===== src/rtl/logic_scan_pkg.sv =====
// Shared types and constants for the truth-table scan sequencer.
// Holds the FSM state enum, vector sizing and the prescaler width helper.
package logic_scan_pkg;

    typedef enum logic [2:0] {
        ST_IDLE,
        ST_SETTLE,
        ST_SAMPLE,
        ST_WAIT,
        ST_DONE
    } state_t;

    localparam int N_IN  = 3;
    localparam int N_VEC = 2 ** N_IN;
    localparam int SET_W = 4;

    // Width of the step prescaler; never below 1 bit.
    function automatic int presc_w(input int clk_hz, input int step_hz);
        int div;
        div = clk_hz / step_hz;
        return (div > 1) ? $clog2(div) : 1;
    endfunction

endpackage


===== src/rtl/logic_scan_ctrl_if.sv =====
// Bundle between the lab front end / lab logic and the scan sequencer.
// slave: sequencer side (controls + f_a/f_b in, vector/tables/flags out).
// master: front-end / bench side, directions mirrored.
interface logic_scan_ctrl_if;
    import logic_scan_pkg::*;

    logic             start;
    logic             abort;
    logic             step_mode;
    logic             step_req;
    logic             f_a;
    logic             f_b;
    logic [N_IN-1:0]  vec_out;
    logic [N_VEC-1:0] table_a;
    logic [N_VEC-1:0] table_b;
    logic             busy;
    logic             done;
    logic             mismatch;
    logic [N_IN-1:0]  mismatch_idx;
    logic [7:0]       glitch_a;
    logic [7:0]       glitch_b;

    modport slave (
        input  start, abort, step_mode, step_req, f_a, f_b,
        output vec_out, table_a, table_b, busy, done,
        output mismatch, mismatch_idx, glitch_a, glitch_b
    );

    modport master (
        output start, abort, step_mode, step_req, f_a, f_b,
        input  vec_out, table_a, table_b, busy, done,
        input  mismatch, mismatch_idx, glitch_a, glitch_b
    );

endinterface


===== src/rtl/logic_scan_ctrl_tick_gen.sv =====
// Free-running step prescaler: one-cycle tick every CLK_HZ/STEP_HZ cycles.
// Ports: clk, rst_n (async active-low), tick (out).
module scan_tick_gen
    import logic_scan_pkg::*;
#(
    parameter int CLK_HZ  = 100_000_000,
    parameter int STEP_HZ = 2
) (
    input  logic clk,
    input  logic rst_n,
    output logic tick
);

    localparam int DIV = CLK_HZ / STEP_HZ;
    localparam int PW  = presc_w(CLK_HZ, STEP_HZ);

    logic [PW-1:0] cnt;
    logic          wrap;

    assign wrap = (cnt == PW'(DIV - 1));
    assign tick = wrap;

    always_ff @(posedge clk or negedge rst_n) begin
        if (!rst_n) begin
            cnt <= '0;
        end else if (wrap) begin
            cnt <= '0;
        end else begin
            cnt <= cnt + PW'(1);
        end
    end

endmodule


===== src/rtl/logic_scan_ctrl.sv =====
// Truth-table scan sequencer: steps the shared input vector through all
// combinations, samples f_a/f_b into tables and flags disagreements.
// Ports: clk, rst_n (async active-low), bus (logic_scan_ctrl_if.slave).
// Optional macro LOGIC_SCAN_GLITCH_EN enables f_a/f_b transition counters.
module logic_scan_ctrl
    import logic_scan_pkg::*;
#(
    parameter int CLK_HZ     = 100_000_000,
    parameter int STEP_HZ    = 2,
    parameter int SETTLE_CYC = 4
) (
    input  logic              clk,
    input  logic              rst_n,
    logic_scan_ctrl_if.slave  bus
);

    localparam logic [SET_W-1:0] SET_LAST = SET_W'(SETTLE_CYC - 1);
    localparam logic [N_IN-1:0]  VEC_LAST = N_IN'(N_VEC - 1);

    state_t state, state_n;

    logic             tick;
    logic             start_q, step_q;
    logic             start_edge, step_edge;
    logic             advance;
    logic             do_start, do_sample, do_next, do_fin;
    logic [SET_W-1:0] set_cnt;
    logic [N_IN-1:0]  vec;
    logic [N_IN-1:0]  mm_idx;
    logic [N_VEC-1:0] tab_a, tab_b;
    logic             busy_r, done_r, mm;

    scan_tick_gen #(
        .CLK_HZ  (CLK_HZ),
        .STEP_HZ (STEP_HZ)
    ) u_tick (
        .clk   (clk),
        .rst_n (rst_n),
        .tick  (tick)
    );

    assign start_edge = bus.start & ~start_q;
    assign step_edge  = bus.step_req & ~step_q;

    always_ff @(posedge clk or negedge rst_n) begin
        if (!rst_n) begin
            start_q <= 1'b0;
            step_q  <= 1'b0;
        end else begin
            start_q <= bus.start;
            step_q  <= bus.step_req;
        end
    end

    always_ff @(posedge clk or negedge rst_n) begin
        if (!rst_n) begin
            state <= ST_IDLE;
        end else begin
            state <= state_n;
        end
    end

    always_comb begin
        state_n   = state;
        do_start  = 1'b0;
        do_sample = 1'b0;
        do_next   = 1'b0;
        do_fin    = 1'b0;
        advance   = bus.step_mode ? step_edge : tick;
        if (bus.abort) begin
            state_n = ST_IDLE;
        end else begin
            unique case (state)
                ST_IDLE, ST_DONE: begin
                    if (start_edge) begin
                        do_start = 1'b1;
                        state_n  = ST_SETTLE;
                    end
                end
                ST_SETTLE: begin
                    if (set_cnt == SET_LAST) begin
                        state_n = ST_SAMPLE;
                    end
                end
                ST_SAMPLE: begin
                    do_sample = 1'b1;
                    state_n   = ST_WAIT;
                end
                ST_WAIT: begin
                    if (advance) begin
                        if (vec == VEC_LAST) begin
                            do_fin  = 1'b1;
                            state_n = ST_DONE;
                        end else begin
                            do_next = 1'b1;
                            state_n = ST_SETTLE;
                        end
                    end
                end
                default: state_n = ST_IDLE;
            endcase
        end
    end

    always_ff @(posedge clk or negedge rst_n) begin
        if (!rst_n) begin
            set_cnt <= '0;
            vec     <= '0;
            tab_a   <= '0;
            tab_b   <= '0;
            mm      <= 1'b0;
            mm_idx  <= '0;
            busy_r  <= 1'b0;
            done_r  <= 1'b0;
        end else begin
            // Counter only runs in SETTLE, so each SETTLE entry starts at 0.
            if (state == ST_SETTLE) begin
                set_cnt <= set_cnt + SET_W'(1);
            end else begin
                set_cnt <= '0;
            end
            if (bus.abort) begin
                busy_r <= 1'b0;
                done_r <= 1'b0;
            end
            if (do_start) begin
                vec    <= '0;
                tab_a  <= '0;
                tab_b  <= '0;
                mm     <= 1'b0;
                mm_idx <= '0;
                busy_r <= 1'b1;
                done_r <= 1'b0;
            end
            if (do_sample) begin
                tab_a[vec] <= bus.f_a;
                tab_b[vec] <= bus.f_b;
                if ((bus.f_a != bus.f_b) && !mm) begin
                    mm     <= 1'b1;
                    mm_idx <= vec;
                end
            end
            if (do_next) begin
                vec <= vec + N_IN'(1);
            end
            if (do_fin) begin
                busy_r <= 1'b0;
                done_r <= 1'b1;
            end
        end
    end

`ifdef LOGIC_SCAN_GLITCH_EN
    logic       fa_q, fb_q;
    logic [7:0] g_a, g_b;

    always_ff @(posedge clk or negedge rst_n) begin
        if (!rst_n) begin
            fa_q <= 1'b0;
            fb_q <= 1'b0;
            g_a  <= '0;
            g_b  <= '0;
        end else begin
            fa_q <= bus.f_a;
            fb_q <= bus.f_b;
            if (do_start) begin
                g_a <= '0;
                g_b <= '0;
            end else if (state == ST_SETTLE) begin
                if ((bus.f_a != fa_q) && (g_a != 8'hFF)) begin
                    g_a <= g_a + 8'd1;
                end
                if ((bus.f_b != fb_q) && (g_b != 8'hFF)) begin
                    g_b <= g_b + 8'd1;
                end
            end
        end
    end

    assign bus.glitch_a = g_a;
    assign bus.glitch_b = g_b;
`else
    assign bus.glitch_a = '0;
    assign bus.glitch_b = '0;
`endif

    assign bus.vec_out      = vec;
    assign bus.table_a      = tab_a;
    assign bus.table_b      = tab_b;
    assign bus.busy         = busy_r;
    assign bus.done         = done_r;
    assign bus.mismatch     = mm;
    assign bus.mismatch_idx = mm_idx;

endmodule


===== src/flat_wrapper.sv =====
// flat-port wrapper written by rule: the top's interface ports become plain ports
module logic_scan_ctrl_flat import logic_scan_pkg::*;
#(
    parameter int CLK_HZ     = 100_000_000,
    parameter int STEP_HZ    = 2,
    parameter int SETTLE_CYC = 4
)
  (clk, rst_n, bus_start, bus_abort, bus_step_mode, bus_step_req, bus_f_a, bus_f_b, bus_vec_out, bus_table_a, bus_table_b, bus_busy, bus_done, bus_mismatch, bus_mismatch_idx, bus_glitch_a, bus_glitch_b);
  logic_scan_ctrl_if bus_i ();
  input  logic clk;
  input  logic rst_n;
  input wire logic [$bits(bus_i.start)-1:0] bus_start;
  input wire logic [$bits(bus_i.abort)-1:0] bus_abort;
  input wire logic [$bits(bus_i.step_mode)-1:0] bus_step_mode;
  input wire logic [$bits(bus_i.step_req)-1:0] bus_step_req;
  input wire logic [$bits(bus_i.f_a)-1:0] bus_f_a;
  input wire logic [$bits(bus_i.f_b)-1:0] bus_f_b;
  output wire logic [$bits(bus_i.vec_out)-1:0] bus_vec_out;
  output wire logic [$bits(bus_i.table_a)-1:0] bus_table_a;
  output wire logic [$bits(bus_i.table_b)-1:0] bus_table_b;
  output wire logic [$bits(bus_i.busy)-1:0] bus_busy;
  output wire logic [$bits(bus_i.done)-1:0] bus_done;
  output wire logic [$bits(bus_i.mismatch)-1:0] bus_mismatch;
  output wire logic [$bits(bus_i.mismatch_idx)-1:0] bus_mismatch_idx;
  output wire logic [$bits(bus_i.glitch_a)-1:0] bus_glitch_a;
  output wire logic [$bits(bus_i.glitch_b)-1:0] bus_glitch_b;
  assign bus_i.start = bus_start;
  assign bus_i.abort = bus_abort;
  assign bus_i.step_mode = bus_step_mode;
  assign bus_i.step_req = bus_step_req;
  assign bus_i.f_a = bus_f_a;
  assign bus_i.f_b = bus_f_b;
  assign bus_vec_out = bus_i.vec_out;
  assign bus_table_a = bus_i.table_a;
  assign bus_table_b = bus_i.table_b;
  assign bus_busy = bus_i.busy;
  assign bus_done = bus_i.done;
  assign bus_mismatch = bus_i.mismatch;
  assign bus_mismatch_idx = bus_i.mismatch_idx;
  assign bus_glitch_a = bus_i.glitch_a;
  assign bus_glitch_b = bus_i.glitch_b;
  logic_scan_ctrl #(.CLK_HZ(CLK_HZ), .STEP_HZ(STEP_HZ), .SETTLE_CYC(SETTLE_CYC)) u_core (.clk(clk), .rst_n(rst_n), .bus(bus_i));
endmodule

===== config.mk =====
export PLATFORM = sky130hd
export DESIGN_NAME = logic_scan_ctrl_flat
export DESIGN_NICKNAME = d
export VERILOG_FILES = /design/src/rtl/logic_scan_pkg.sv /design/src/rtl/logic_scan_ctrl_if.sv /design/src/rtl/logic_scan_ctrl_tick_gen.sv /design/src/rtl/logic_scan_ctrl.sv /design/src/flat_wrapper.sv
export SDC_FILE = /design/constraint.sdc
export NUM_CORES = 1
export LEC_CHECK = 0
export BUFFER_PORTS_ARGS = -buffer_cell sky130_fd_sc_hd__buf_4
export CAP_MARGIN = 40
export CORE_MARGIN = 4
export CORE_UTILIZATION = 55
export DETAILED_ROUTE_END_ITERATION = 8
export PLACE_DENSITY_LB_ADDON = 0.08
export SETUP_SLACK_MARGIN = 0.02
export SLEW_MARGIN = 0
export SYNTH_ARGS = -nofsm -noshare
export SYNTH_HDL_FRONTEND = slang
export SYNTH_SLANG_ARGS = --single-unit

===== constraint.sdc =====
create_clock -name clk -period 3.7 [get_ports clk]
set_input_delay 0.74 -clock clk [delete_from_list [all_inputs] [get_ports clk]]
set_output_delay 0.74 -clock clk [all_outputs]
set_load 0.05 [all_outputs]

==> impl_metrics.toml <==
[outcome]
outcome = "finished, final reports clean"

[grt]
antenna_found_initial = 0
grt_max_degree = 61
grt_pass1_vias = 1976
grt_first_pass_wirelength_um = 9100
grtUsageTotal_pct = 18.3
overflow = 0

[clock_network]
cts_root_buffer = "clkbuf_8"
cts_resized = 0
cts_tree = "yes"
clk_latency_ps = 340
htreeDepth = 3
cts_buffers = 9
clk_pin_slew_ps = 70
clock-sinks = 60
holdBufCountCts = 0
clock_tree.buffer_depth = 2
post_cts_buffers = 0

[detailed_routing]
drc = 0
avgRoutedWirePerCell_um = 13.9
vias = 2105
ant_nets = 0
drt_wl_total_um = 5550
routed_via_density = 5.29
dr.pass1.iters = 4
drt_iter0_drc = 99

[timing]
worst_pin_slew_ps = 918
max_freq_mhz = 470
rsz0062_at_grt = "no"
period_share_pct = 57.6
fin_crit_ps = 2130
final_hold_viol_count = 0
max_slew_margin_pct = 38.8
slew_violations = 0
finClkSkew_ps = 6.93
setup_viol = 0
setup_tns_ps = 0

[setup_path]
cp.required_ps = 3960
crit_chain = "ha_1 -> nand4_1 -> nor2_1 -> a31oi_2 -> nor4_4 -> mux2i_1"
start_kind = "flip-flop"
worst_setup_path_end_kind = "flip-flop"
crit_fanout = 7
critical_path_class = "reg2reg"
arrival_ps = 2390
cpMaxStageDelayCell = "nor2_1"
critPathMaxStageDelay_ps = 430
r2r_cells = 6

[placed_design]
place_inst = 382
io_buffers = 32
place.gp.congestion = 0.819
dp_hpwl_um = 3780

[power_and_ir_drop]
p_leak_nw = 1.61
ir_drop_v = 0.000276
powerDensity_nw_per_um2 = 446

[finish]
fin_cells = 398
fin_util_pct = 66.2
layout-drive-gt1-share_pct = 18.0
mostFrequentLayoutCells = "60 x dfrtp_1, 32 x nor2_1, 32 x buf_4"
area_growth_pct = 15.7
final_nets = 335
diodes = 0
final_common_cell = "dfrtp_1"

[yosys]
postSynthCellCount = 289
avgSynthCellArea_um2 = 10.2
synth_cell_types = 40
ys.flop_type = "dfrtp_1"
syn-cell-area_um2 = 2960
synth-edff-count = 0
synthArstFlopShare_pct = 100
synth-seq-cells = 60
yosysWarnings = 0
seq_area_frac_synth_pct = 50.8

[floorplan]
fp.dieH_um = 81.3
dieWidth_um = 81.3
die_area_um2 = 6620
fp-row-count = 26
start_util_pct = 57.2
io_pins = 49
core_area_um2 = 5170

[run]
cap_violations = 0

[hold_path]
hold_class = "in2async"
## worst max-delay path, delay by kind of cell (launching register included)
family,cells,cell delay [ps]
and+or+nand+nor,3,950
adders and majority gates,1,220
AOI/OAI and AO/OA,1,260
DFF,1,390
muxes,1,230
## synth_stat cells, drive strengths merged, types with 2 or more instances
| master | instances | share of area [%] |
|---|---|---|
| a21oi | 3 | 0.51 |
| a31oi | 2 | 0.63 |
| and3 | 7 | 1.5 |
| and4 | 3 | 0.89 |
| buf | 17 | 4.3 |
| clkbuf | 7 | 1.9 |
| dfrtp | 60 | 51 |
| ha | 4 | 1.7 |
| inv | 8 | 1.0 |
| mux2i | 11 | 3.7 |
| nand2 | 30 | 3.8 |
| nand2b | 4 | 0.85 |
| nand3 | 23 | 3.9 |
| nand3b | 2 | 0.51 |
| nand4 | 10 | 2.1 |
| nor2 | 32 | 4.1 |
| nor3 | 5 | 0.85 |
| nor3b | 2 | 0.51 |
| nor4 | 5 | 2.7 |
| o21ai | 16 | 2.7 |
| or3 | 2 | 0.59 |
| xnor2 | 10 | 3.0 |
| xor2 | 14 | 4.1 |
## metrics by stage
step	cell area (um2)	power [mW]	hold slack [ps]	setup WS, ps
CTS	3420	1.54	463	1550
global placement	3160	0.760	450	1590
detailed placement	3160	0.760	453	1560
finish	3420	1.53	458	1570
global route	3420	1.58	488	1400
floorplan	3010	0.749	433	1730
## path summary, 6_finish.rpt
kind | from | end | slack, ps
worst max-delay path | u_core.u_tick.cnt[0] | u_core.bus.vec_out[1] | 1570
min in group clk | u_core.set_cnt[0] | u_core.set_cnt[0] | 460
max in group asynchronous | rst_n | u_core.u_tick.cnt[0] | 2740
worst max register to register | u_core.u_tick.cnt[0] | u_core.bus.vec_out[1] | 1570
worst min register to register | u_core.set_cnt[0] | u_core.set_cnt[0] | 460
worst min-delay path | rst_n | u_core.bus.busy | 460
## sequential cells by signal, indices dropped and copies added (netlist names)
| register | count |
|---|---|
| u_core.bus.done | 1 |
| u_core.start_q | 1 |
| u_core.bus.vec_out | 3 |
| u_core.bus.table_a | 8 |
| u_core.bus.mismatch | 1 |
| u_core.state | 3 |
| u_core.set_cnt | 4 |
| u_core.bus.table_b | 8 |
| u_core.bus.busy | 1 |
| u_core.step_q | 1 |
| u_core.u_tick.cnt | 26 |
| u_core.bus.mismatch_idx | 3 |
## kinds of logic after synthesis
family | share of synthesized area, %
XOR/XNOR | 7.11
adder cells (fa/ha/maj) | 1.69
AO/OA/AOI/OAI | 5.29
AND/OR/NAND/NOR | 24.1
flip-flops | 50.8
other | 0.127
multiplexers | 3.72
buffers and inverters | 7.23
## metal layers
| metal | vias up | track usage, % | wire length [um] |
|---|---|---|---|
| li1 | 1029 | - | - |
| met1 | 1026 | 23.4 | 2540 |
| met2 | 40 | 29.3 | 2640 |
| met3 | 10 | 3.55 | 243 |
| met4 | 0 | 9.80 | 120 |
| met5 | - | 0 | 0 |
## cell type report
cell class | instances | area (um2)
Tap cell | 70 | 87.6
Inverter | 8 | 30.0
Fill cell | 419 | 1750
Clock inverter | 4 | 120
Timing Repair Buffer | 32 | 240
Multi-Input combinational cell | 212 | 1300
Clock buffer | 12 | 145
Sequential cell | 60 | 1500
## power breakdown
part / switching [mW] / leakage [nW] / internal (mW)
Sequential: 0.00303 / 0.817 / 0.660
Combinational: 0.0697 / 0.660 / 0.0138
Clock: 0.245 / 0.131 / 0.535
Total: 0.318 / 1.61 / 1.21
(Power assumes the default switching activity.)
